[src/rtl/wr_req_arbiter.sv]
// Two-master round-robin write-request arbiter in front of one slave port.
// Optional slave-ack timeout is enabled with the macro WR_ARB_TIMEOUT_EN.
module wr_req_arbiter #(
    parameter int unsigned ADDR_W      = 32,
    parameter int unsigned DATA_W      = 32,
    parameter int unsigned TIMEOUT_CYC = 16
) (
    input  logic              clk,
    input  logic              rst,
    input  logic              m0_req,
    input  logic [ADDR_W-1:0] m0_addr,
    input  logic [DATA_W-1:0] m0_wdata,
    output logic              m0_ack,
    output logic              m0_err,
    input  logic              m1_req,
    input  logic [ADDR_W-1:0] m1_addr,
    input  logic [DATA_W-1:0] m1_wdata,
    output logic              m1_ack,
    output logic              m1_err,
    output logic              s_req,
    output logic [ADDR_W-1:0] s_addr,
    output logic [DATA_W-1:0] s_wdata,
    output logic              s_master,
    input  logic              s_ack
);

    typedef enum logic {
        IDLE = 1'b0,
        BUSY = 1'b1
    } state_t;

    state_t            state;
    state_t            state_n;
    logic              s_req_n;
    logic [ADDR_W-1:0] s_addr_n;
    logic [DATA_W-1:0] s_wdata_n;
    logic              s_master_n;
    logic              last_grant;
    logic              last_grant_n;
    logic              winner;
    logic              ack_c;
    logic              err_c;

`ifdef WR_ARB_TIMEOUT_EN
    localparam int unsigned CNT_W = (TIMEOUT_CYC > 2) ? $clog2(TIMEOUT_CYC) : 1;

    logic [CNT_W-1:0] cnt;
    logic [CNT_W-1:0] cnt_n;
    logic             cnt_last;

    assign cnt_last = (cnt == CNT_W'(TIMEOUT_CYC - 1));
`else
    logic unused_timeout_cyc;

    assign unused_timeout_cyc = ^TIMEOUT_CYC;
`endif

    // Round-robin pick: on a tie the master not served last wins.
    always_comb begin
        if (m0_req && m1_req) begin
            winner = ~last_grant;
        end else begin
            winner = m1_req;
        end
    end

    // Next-state and completion logic.
    always_comb begin
        state_n      = state;
        s_req_n      = s_req;
        s_addr_n     = s_addr;
        s_wdata_n    = s_wdata;
        s_master_n   = s_master;
        last_grant_n = last_grant;
        ack_c        = 1'b0;
        err_c        = 1'b0;
`ifdef WR_ARB_TIMEOUT_EN
        cnt_n        = cnt;
`endif

        case (state)
            IDLE: begin
                if (m0_req || m1_req) begin
                    state_n    = BUSY;
                    s_req_n    = 1'b1;
                    s_addr_n   = winner ? m1_addr : m0_addr;
                    s_wdata_n  = winner ? m1_wdata : m0_wdata;
                    s_master_n = winner;
`ifdef WR_ARB_TIMEOUT_EN
                    cnt_n      = '0;
`endif
                end
            end
            BUSY: begin
                if (s_ack) begin
                    ack_c        = 1'b1;
                    state_n      = IDLE;
                    s_req_n      = 1'b0;
                    last_grant_n = s_master;
                end
`ifdef WR_ARB_TIMEOUT_EN
                else if (cnt_last) begin
                    err_c        = 1'b1;
                    state_n      = IDLE;
                    s_req_n      = 1'b0;
                    last_grant_n = s_master;
                end else begin
                    cnt_n = cnt + CNT_W'(1);
                end
`endif
            end
        endcase
    end

    // State and registered slave-side outputs; reset drops any in-flight write.
    always_ff @(posedge clk or posedge rst) begin
        if (rst) begin
            state      <= IDLE;
            s_req      <= 1'b0;
            s_addr     <= '0;
            s_wdata    <= '0;
            s_master   <= 1'b0;
            last_grant <= 1'b1;
        end else begin
            state      <= state_n;
            s_req      <= s_req_n;
            s_addr     <= s_addr_n;
            s_wdata    <= s_wdata_n;
            s_master   <= s_master_n;
            last_grant <= last_grant_n;
        end
    end

`ifdef WR_ARB_TIMEOUT_EN
    always_ff @(posedge clk or posedge rst) begin
        if (rst) begin
            cnt <= '0;
        end else begin
            cnt <= cnt_n;
        end
    end
`endif

    // Completion pulses steered to the granted master in the same cycle.
    assign m0_ack = ack_c & ~s_master;
    assign m1_ack = ack_c & s_master;
    assign m0_err = err_c & ~s_master;
    assign m1_err = err_c & s_master;

endmodule

[config.mk]
export PLATFORM = sky130hd
export DESIGN_NAME = wr_req_arbiter
export DESIGN_NICKNAME = d
export VERILOG_FILES = /design/src/rtl/wr_req_arbiter.sv
export SDC_FILE = /design/constraint.sdc
export NUM_CORES = 1
export LEC_CHECK = 0
export CAP_MARGIN = 20
export CORE_MARGIN = 8
export CORE_UTILIZATION = 39
export DETAILED_ROUTE_END_ITERATION = 10
export GPL_ROUTABILITY_DRIVEN = 0
export PLACE_DENSITY = 0.91
export SETUP_SLACK_MARGIN = 0.2
export SYNTH_ARGS = -nofsm -noshare
export SYNTH_HDL_FRONTEND = slang
export SYNTH_SLANG_ARGS = --single-unit
[constraint.sdc]
create_clock -name clk -period 3.1 [get_ports clk]
set_input_delay 0.31 -clock clk [delete_from_list [all_inputs] [get_ports clk]]
set_output_delay 0.31 -clock clk [all_outputs]
set_load 0.02 [all_outputs]
Word level (Yosys, flattened, before mapping)
Index checks and enable logic that the tools add are counted.

Equality and inequality tests: 2. Multiplexer cells: 11. Bitwise logic cells: 5. Reductions and logical operators: 5.

Operator list (count): two-way mux 32 bit (2); two-way mux 1 bit (7); AND reduction 2 bit (3); inequality test 2 bit (second input constant) (2); one-hot mux 1 bit (2 select lines) (2); inverter 1 bit (3); AND 1 bit (2); logical AND 1 bit (1); logical OR 1 bit (1).

Input port bits: 133. Bits in registers: 68.

Logic depth before layout (Yosys ltp)
Gate-level depths: netlist (run 1).

Depth after elaboration: 3. Mapped depth: 5. Gate-level depth less buffers: 3.

Worst setup path before layout (run 1)
No wires, ideal clock.

Path type: register to register. Start point: register last_grant. End point: register s_addr[0]. Buffers on the path: 2. Slack: 1886 ps. Arrival time: 1132 ps. Required time: 3018 ps. Period minus slack after synthesis: 1214 ps. Cell stages (with the launch flop): 6. Library setup time: 82 ps. Path through: dfstp_2 > a21bo_1 > buf_4 > buf_2 > nand2_1 > a31oi_1.

Word-level cells in the longest chain between the ends: 3.

Ends and longest elaborated chain: from (decl) (RTL line 38) `logic last_grant;`; from (signal assigned) (RTL line 130) `last_grant <= last_grant_n;`; inverter 1 bit (RTL line 61) `winner = ~last_grant;`; two-way mux 1 bit (RTL line 60) `if (m0_req && m1_req) begin`; two-way mux 32 bit (RTL line 86) `s_addr_n = winner ? m1_addr : m0_addr;`; to (signal assigned) (RTL line 127) `s_addr <= s_addr_n;`; to (decl) (RTL line 21) `output logic [ADDR_W-1:0] s_addr,`.

Every way passes these cells. A chain may end at the register's enable or synchronous reset.

Final worst setup path (run 1)
Start point: input port s_ack. End point: output port m1_ack.

Word-level cells in the longest chain between the ends: 3.

Ends and longest elaborated chain: from (decl) (RTL line 24) `input logic s_ack`; two-way mux 1 bit (RTL line 95) `if (s_ack) begin`; two-way mux 1 bit (RTL line 81) `case (state)`; AND 1 bit (RTL line 146) `assign m1_ack = ack_c & s_master;`; to (decl) (RTL line 18) `output logic m1_ack,`.

Every way passes these cells.

==> results of run 1 <==
-- worst max-delay path, stage by stage --
cell and delay, ns:
clkdlybuf4s50_1 0.46, nand2_1 0.12, nor2_1 0.16, clkdlybuf4s50_1 0.64
-- stage by stage --
| step | std cells | util (%) | instance area, um^2 | setup WS [ns] |
|---|---|---|---|---|
| 2_1_floorplan | 368 | - | 3110 | 1.08 |
| 3_5_place_dp | 646 | 66.5 | 5140 | 0.863 |
| 6_report | 661 | 68.7 | 5310 | 1.09 |
| 4_1_cts | 661 | 68.7 | 5310 | 1.12 |
| 3_3_place_gp | 646 | 66.5 | 5140 | 0.997 |
| 5_1_grt | 661 | 68.7 | 5310 | 1.05 |
-- power breakdown --
| part | switching, mW | internal (mW) |
|---|---|---|
| sequential | 0.124 | 1.11 |
| clock | 0.307 | 0.328 |
| combinational | 0.680 | 0.672 |
| total | 1.11 | 2.11 |
-- registers in the layout, indices dropped and copies added (netlist names) --
name        cells
s_master        1
state           1
last_grant      1
s_req           1
s_wdata        32
s_addr         32
-- cells by family (layout without fill, tap and decap cells) --
| family | Yosys count | after routing | synth area share [%] |
|---|---|---|---|
| buffers and inverters | 32 | 223 | 6.88 |
| other | 1 | 2 | 0.121 |
| AOI/OAI and AO/OA | 71 | 71 | 14.7 |
| and+or+nand+nor | 195 | 195 | 23.5 |
| DFF | 68 | 68 | 54.7 |
-- layout by cell type, fill, tap and decap left out --
cell type / count
buf_4: 3
o21ba_4: 1
o31a_1: 1
dfrtp_1: 67
o21a_1: 1
nor2_1: 66
buf_12: 3
o22ai_1: 1
dfstp_2: 1
nand2_1: 129
conb_1: 2
inv_2: 1
a21bo_2: 1
a31oi_1: 64
inv_1: 1
clkdlybuf4s50_1: 200
clkinv_2: 2
a21boi_4: 1
clkbuf_1: 2
a21o_1: 1
clkbuf_8: 11
-- layout make-up --
class | instances | area share [%]
sequential | 68 | 32.1
inverter | 2 | 0.141
clock inverter | 2 | 0.189
multi-input combinational | 268 | 22.9
tap | 102 | 2.41
timing repair buffer | 206 | 39.3
clock buffer | 13 | 2.99
-- layer usage --
| metal | up-vias | GRT usage [%] |
|---|---|---|
| met5 | - | 0 |
| met4 | 0 | 5.81 |
| met3 | 17 | 6.39 |
| met2 | 130 | 33.2 |
| met1 | 1521 | 20.8 |
| li1 | 1590 | - |
-- final timing paths --
kind | to | cells after the start
max | m1_ack | 4
max reg2reg | s_wdata[27] | 4
min reg2reg | s_req | 1
min in group clk | s_req | 1
max in group asynchronous | last_grant | 3
min | s_addr[5] | 2
==> flow_summary.json, run 1 <==
{
  "drt-vias-per-instance": 4.93,
  "yosys_warnings": 0,
  "maxSlewHeadroom_pct": 45.9,
  "finalCritPeriodShare_pct": 64.7,
  "die_w_um": 105,
  "ant_nets": 0,
  "cts_max_path_buffers": 2,
  "critPathLaunchType": "input port",
  "fillers": 618,
  "cp.arrival_ns": 1.70,
  "total_power_mw": 3.22,
  "fmax_mhz": 498,
  "cap_violations": 0,
  "crit_required_ns": 2.79,
  "tritoncts": "yes",
  "cp-startpoint": "s_ack",
  "synth.avg_cell_area_um2": 8.48,
  "drc": 0,
  "start_util_pct": 40.3,
  "drv_slew": 0,
  "hp-class": "input port to asynchronous set/reset pin",
  "post_cts_buffers": 0,
  "grt_pass1_wl_mm": 17.2,
  "syn_to_final_growth_pct": 70.6,
  "finalSetupViolCount": 0,
  "fin_skew_ns": 0.00821,
  "drt-met1-wl_mm": 4.20,
  "postSynthCellCount": 367,
  "ir_worst_vdd_uv": 386,
  "tightestPinTransition_ns": 0.810,
  "hold_buffers": 0,
  "synth-edff-count": 0,
  "yosysTopAreaCell": "dfrtp_1",
  "finalCriticalPeriod_ns": 2.01,
  "hold_slack_ns": 0.464,
  "ys_ff_latch": 68,
  "endpoint_kind": "primary output",
  "r2r_start": "last_grant",
  "dpl.hpwl_mm": 8.36,
  "final_hold_viol_count": 0,
  "vias": 3258,
  "nets": 688,
  "cts_sinks": 68,
  "status": "completed",
  "clock_latency_ns": 0.32,
  "fp-row-count": 32,
  "seq_area_frac_synth_pct": 54.7,
  "synthFlopType": "dfrtp_1",
  "yosysMostFrequentCell": "nand2_1",
  "grt_max_degree": 67,
  "synth.area.top_cells": "dfrtp_1 (54%), nand2_1 (16%), a31oi_1 (13%)",
  "drive_gt1_share_pct": 4.29,
  "p_leak_nw": 2.21,
  "rsz0062_at_grt": "no",
  "path_clk_slew_ns": 0.07,
  "fin_setup_tns_ns": 0,
  "netlist.area_leader.share_pct": 53.9,
  "cts_resized": 0,
  "synthDistinctLibCells": 18,
  "grt.total_usage_pct": 18.8,
  "multi_input_area_um2": 1210,
  "cts_buffers": 9,
  "root_buffer": "clkbuf_8",
  "criticalPathCategory": "input port to primary output",
  "syn_area_um2": 3110,
  "synthTopCellsByCount": "nand2_1 (129), dfrtp_1 (67), nor2_1 (66)",
  "core_um2": 7730,
  "critPathMaxFanout": 5,
  "wl_per_cell_um": 16.4,
  "wl_met3_um": 894,
  "firstDrtPassIters": 5,
  "die_h_um": 105,
  "port_buffers": 200,
  "ff_latch_area_um2": 1700,
  "overflow": 0,
  "antenna_cells": 0,
  "power_density_nw_per_um2": 606,
  "met2_wirelength_mm": 5.56,
  "die_area_um2": 11100,
  "ioPinCount": 203,
  "async_flop_share_pct": 100,
  "grt_pass1_vias": 3361,
  "antenna_found_initial": 0,
  "r2r_slack_ns": 1.24,
  "wl_mm": 10.9,
  "highest_layer": "met4",
  "drt_iter0_markers": 138,
  "h-tree-depth": 3
}
(Power assumes the default switching activity.)
==> run 2, diff against run 1 <==
--- a/config.mk
+++ b/config.mk
@@ -7,10 +7,10 @@
 export LEC_CHECK = 0
 export CAP_MARGIN = 20
 export CORE_MARGIN = 8
-export CORE_UTILIZATION = 39
+export CORE_UTILIZATION = 33
 export DETAILED_ROUTE_END_ITERATION = 10
 export GPL_ROUTABILITY_DRIVEN = 0
-export PLACE_DENSITY = 0.91
+export PLACE_DENSITY = 0.82
 export SETUP_SLACK_MARGIN = 0.2
 export SYNTH_ARGS = -nofsm -noshare
 export SYNTH_HDL_FRONTEND = slang
==> constraint.sdc (replaced) <==
create_clock -name clk -period 1.8 [get_ports clk]
set_input_delay 0.18 -clock clk [delete_from_list [all_inputs] [get_ports clk]]
set_output_delay 0.18 -clock clk [all_outputs]
set_load 0.02 [all_outputs]
==> run 2 against run 1 <==
Net effect: first-iteration DRC count up 54%; sequential share of layout area decreased by 0.33 points; clock power increased by 65%; sequential power rose by 72%; largest cell class unchanged; largest power group unchanged.
==> flow_summary.json, run 2 (synthesis gave the netlist of run 1 again) <==
{
  "power_density_nw_per_um2": 1030,
  "dpl.hpwl_mm": 8.19,
  "fp-row-count": 35,
  "ioPinCount": 203,
  "syn_to_final_growth_pct": 72.4,
  "die_w_um": 113,
  "r2r_start": "last_grant",
  "cts_buffers": 9,
  "critPathMaxFanout": 2,
  "grt_max_degree": 69,
  "mostFrequentLayoutCell": "clkdlybuf4s50_1",
  "cp-startpoint": "s_wdata[28]",
  "cts_sinks": 68,
  "drt_iter0_markers": 212,
  "ir_worst_vdd_uv": 455,
  "reg_top3": "s_addr x32, s_wdata x32",
  "slowest_delay_ns": 0.64,
  "root_buffer": "clkbuf_8",
  "nets": 689,
  "drv_slew": 0,
  "cts_max_path_buffers": 2,
  "total_power_mw": 5.53,
  "hold_buffers": 0,
  "crit_chain": "clkdlybuf4s50_1",
  "core_um2": 9200,
  "grt_pass1_wl_mm": 17.2,
  "final_hold_viol_count": 0,
  "swShare_pct": 34.8,
  "grt_pass1_vias": 3365,
  "ant_nets": 0,
  "crit_required_ns": 1.62,
  "wl_per_cell_um": 16.1,
  "critPathLaunchType": "register",
  "p_leak_nw": 2.22,
  "netSwitchingPower_mw": 1.92,
  "finalCriticalPeriod_ns": 1.51,
  "drive_gt1_share_pct": 4.65,
  "clock_latency_ns": 0.33,
  "cap_violations": 0,
  "wl_mm": 10.8,
  "final_cell_mix": "clkdlybuf4s50_1 (198), nand2_1 (129), dfrtp_1 (67)",
  "hp-class": "input port to asynchronous set/reset pin",
  "antenna_found_initial": 0,
  "status": "completed",
  "critPathSlowestCell": "clkdlybuf4s50_1",
  "tritoncts": "yes",
  "path_clk_slew_ns": 0.07,
  "fin_setup_tns_ns": 0,
  "h-tree-depth": 3,
  "overflow": 0,
  "p_int_mw": 3.60,
  "final_util_pct": 58.3,
  "cp_num_cells": 1,
  "fmax_mhz": 664,
  "firstDrtPassIters": 6,
  "antenna_cells": 0,
  "port_buffers": 200,
  "vias": 3242,
  "p_clk_share_pct": 19.0,
  "rr_worst_depth": 4,
  "finalCritPeriodShare_pct": 83.7,
  "seqPwrFrac_pct": 38.1,
  "fin_skew_ns": 0.0118,
  "pwr-share-comb_pct": 42.8,
  "drt-vias-per-instance": 4.84,
  "cp_top_family": "buffers and inverters",
  "post_cts_buffers": 0,
  "start_util_pct": 33.8,
  "endpoint_kind": "primary output",
  "cp.arrival_ns": 1.33,
  "cts_resized": 2,
  "rsz0062_at_grt": "no",
  "drc": 0,
  "finalSetupViolCount": 0,
  "critical_path_buf_inv_count": 1,
  "die_area_um2": 12800,
  "grt.total_usage_pct": 16.7,
  "criticalPathCategory": "register to primary output",
  "die_h_um": 113
}
## run 2: cell types whose count changed in the layout (fill, tap and decap cells not counted)
cell             previous run  this run
clkdlybuf4s15_1             0         1
buf_12                      3         7
clkdlybuf4s50_1           200       198
clkinv_2                    2         3
clkbuf_1                    2         1
clkinvlp_4                  0         1
clkbuf_8                   11        10
inv_2                       1         0
buf_4                       3         0
clkbuf_2                    0         1
## run 2: power by group through the flow
stage	combinational [mW]	sequential, mW	clock (mW)
floorplan	0.679	2.58	0
global placement	2.36	2.12	0
detailed placement	2.40	2.14	0
CTS	2.40	2.11	1.10
global route	2.54	2.16	1.16
finish	2.37	2.11	1.05
## run 2: metrics by stage
step | hold WS, ns | instances | instance area (um^2) | setup slack [ns]
floorplan | 0.305 | 368 | 3120 | 0.586
global placement | 0.480 | 656 | 5210 | 0.104
detailed placement | 0.496 | 656 | 5210 | 0.0803
CTS | 0.302 | 670 | 5360 | 0.235
global route | 0.326 | 670 | 5360 | 0.202
finish | 0.297 | 670 | 5360 | 0.293
## run 2: path summary, 6_finish.rpt
kind | end | slack, ns
worst max-delay path | s_wdata[28] | 0.29
worst min-delay path | s_addr[20] | 0.30
worst max register to register | s_addr[3] | 0.44
worst min register to register | s_req | 0.51
max in group asynchronous | last_grant | 1.19
min in group clk | s_wdata[10] | 0.40
## run 2: worst min-delay path, cell delays in order
cell	delay [ns]
clkdlybuf4s50_1	0.44
clkinvlp_4	0.10
buf_12	0.32
## run 2: final cells by class
cell class                      instances  area [um^2]
Multi-Input combinational cell        268         1210
Fill cell                             833         3830
Clock buffer                           11          141
Sequential cell                        68         1700
Tap cell                              111          139
Timing Repair Buffer                  207         2140
Clock inverter                          3         15.0
Inverter                                2         11.3
## run 2: routing by layer
metal | up-vias | routed length (um) | track usage [%]
met5 | - | 0 | 0
met4 | 0 | 229 | 7.19
met3 | 17 | 758 | 4.79
met2 | 134 | 5490 | 29.0
met1 | 1502 | 4340 | 18.7
li1 | 1589 | - | -
==> run 3, diff against run 2 <==
--- a/config.mk
+++ b/config.mk
@@ -7,10 +7,10 @@
 export LEC_CHECK = 0
 export CAP_MARGIN = 20
 export CORE_MARGIN = 8
-export CORE_UTILIZATION = 33
+export CORE_UTILIZATION = 36
 export DETAILED_ROUTE_END_ITERATION = 10
 export GPL_ROUTABILITY_DRIVEN = 0
-export PLACE_DENSITY = 0.82
+export PLACE_DENSITY = 0.85
 export SETUP_SLACK_MARGIN = 0.2
 export SYNTH_ARGS = -nofsm -noshare
 export SYNTH_HDL_FRONTEND = slang
==> constraint.sdc (replaced) <==
create_clock -name clk -period 1.4 [get_ports clk]
set_input_delay 0.14 -clock clk [delete_from_list [all_inputs] [get_ports clk]]
set_output_delay 0.14 -clock clk [all_outputs]
set_load 0.02 [all_outputs]
==> run 3 against run 2 <==
Net effect: the run now ends with setup timing left; first-iteration DRC count shrank 17%; clock power grew 29%; clock skew shrank 0.0034 ns; via count grew 9.4%; critical endpoint is now s_wdata[0]; largest cell class unchanged; highest routed layer unchanged.
==> flow_summary.json, run 3 (synthesis gave the netlist of run 1 again) <==
{
  "final_util_pct": 68.8,
  "grt.total_usage_pct": 20.0,
  "final_hold_viol_count": 0,
  "path_clk_slew_ns": 0.07,
  "final_cell_mix": "clkdlybuf4s50_1 (132), nand2_1 (128), dfrtp_1 (67)",
  "criticalPathCategory": "register to register",
  "clock_latency_ns": 0.33,
  "fmax_mhz": 708,
  "fp-row-count": 34,
  "h-tree-depth": 3,
  "wl_per_cell_um": 18.6,
  "grt_pass1_wl_mm": 18.6,
  "drv_slew": 0,
  "die_area_um2": 11900,
  "p_leak_nw": 2.52,
  "cts_sinks": 68,
  "cp-startpoint": "state",
  "grt_max_degree": 47,
  "multi_input_area_um2": 1350,
  "die_w_um": 109,
  "final_area_um2": 5880,
  "place_inst": 660,
  "cts_max_path_buffers": 2,
  "finalSetupViolCount": 7,
  "hp-class": "input port to asynchronous set/reset pin",
  "drc": 0,
  "overflow": 0,
  "crit_required_ns": 1.65,
  "cp.arrival_ns": 1.66,
  "die_h_um": 109,
  "rsz0062_at_grt": "yes",
  "power_density_nw_per_um2": 1250,
  "instances_no_fill": 696,
  "antenna_cells": 0,
  "critPathMaxFanout": 5,
  "fin_skew_ns": 0.00835,
  "wl_mm": 12.9,
  "status": "finished with violations",
  "drive_gt1_share_pct": 17.2,
  "netSwitchingPower_mw": 2.70,
  "antenna_found_initial": 0,
  "grt_pass1_vias": 3612,
  "cap_violations": 0,
  "mostFrequentLayoutCell": "clkdlybuf4s50_1",
  "ioPinCount": 203,
  "swShare_pct": 36.8,
  "seqPwrFrac_pct": 37.3,
  "dpl.hpwl_mm": 8.56,
  "drt-vias-per-instance": 5.10,
  "tritoncts": "yes",
  "p_clk_share_pct": 18.5,
  "critPathLaunchType": "register",
  "root_buffer": "clkbuf_8",
  "ir_worst_vdd_uv": 539,
  "syn_to_final_growth_pct": 89.1,
  "pwr-share-comb_pct": 44.2,
  "vias": 3547,
  "start_util_pct": 36.4,
  "core_um2": 8550,
  "hold_slack_ns": 0.210,
  "ant_nets": 0,
  "port_buffers": 200,
  "fillers": 696,
  "setup_ws_ns": -0.0121,
  "finalCritPeriodShare_pct": 101,
  "violations": "setup timing",
  "endpoint_kind": "register",
  "reg_top3": "s_addr x32, s_wdata x32",
  "p_int_mw": 4.64,
  "firstDrtPassIters": 4,
  "r2r_start": "state",
  "nets": 718,
  "cts_buffers": 9,
  "finalCriticalPeriod_ns": 1.41,
  "ff_latch_area_um2": 1700,
  "place_ws_ns": -0.226,
  "drt_iter0_markers": 175,
  "placed_area_um2": 5270
}
[run 3: final cells by class]
| type | instances | share of cell area (%) |
|---|---|---|
| clock inverter | 3 | 0.255 |
| inverter | 2 | 0.191 |
| clock buffer | 11 | 2.40 |
| tap | 108 | 2.30 |
| timing repair buffer | 236 | 42.9 |
| sequential | 68 | 29.0 |
| multi-input combinational | 268 | 23.0 |
[run 3: path summary, 6_finish.rpt]
check                      slack [ns]  cells after the start          end
max                             -0.01                      7   s_wdata[0]
min                              0.21                      3  s_wdata[24]
max reg2reg                     -0.01                      7   s_wdata[0]
min reg2reg                      0.51                      1        s_req
max in group asynchronous        0.77                      3   s_addr[29]
min in group clk                 0.36                      3   s_addr[30]
[run 3: what timing repair did]
item / in CTS / in global routing
gates resized for setup: 118 / 88
pin swaps: 4 / 2
setup endpoints to repair: 133 / 125
cloned: 6 / 7
setup buffers: 6 / 3
hold buffers: 0 / 0
[run 3: power groups by stage]
stage / clock network, mW / registers, mW / logic [mW]
3_3_place_gp: 0 / 2.72 / 3.06
2_1_floorplan: 0 / 3.32 / 0.873
5_1_grt: 1.48 / 2.80 / 3.45
6_report: 1.35 / 2.74 / 3.24
3_5_place_dp: 0 / 2.76 / 3.13
4_1_cts: 1.40 / 2.71 / 3.08
[run 3: per-stage QoR]
stage	setup TNS (ns)	total power, mW
CTS	-0.0292	7.19
finish	-0.0479	7.34
floorplan	0	4.19
detailed placement	-10.53	5.88
global placement	-7.34	5.78
global route	-1.93	7.72
[run 3: routing by layer]
| metal | share of wire (%) | GRT usage (%) | vias up |
|---|---|---|---|
| li1 | - | - | 1654 |
| met1 | 39 | 22.7 | 1717 |
| met2 | 51 | 34.6 | 159 |
| met3 | 8.0 | 5.50 | 17 |
| met4 | 1.7 | 8.31 | 0 |
| met5 | 0 | 0 | - |
[run 3: critical path, stage by stage (launching register included)]
cell,delay (ns)
dfrtp_1,0.39
buf_6,0.12
o21ba_4,0.26
buf_6,0.13
buf_6,0.12
clkbuf_16,0.15
nor2_1,0.04
a31oi_1,0.13
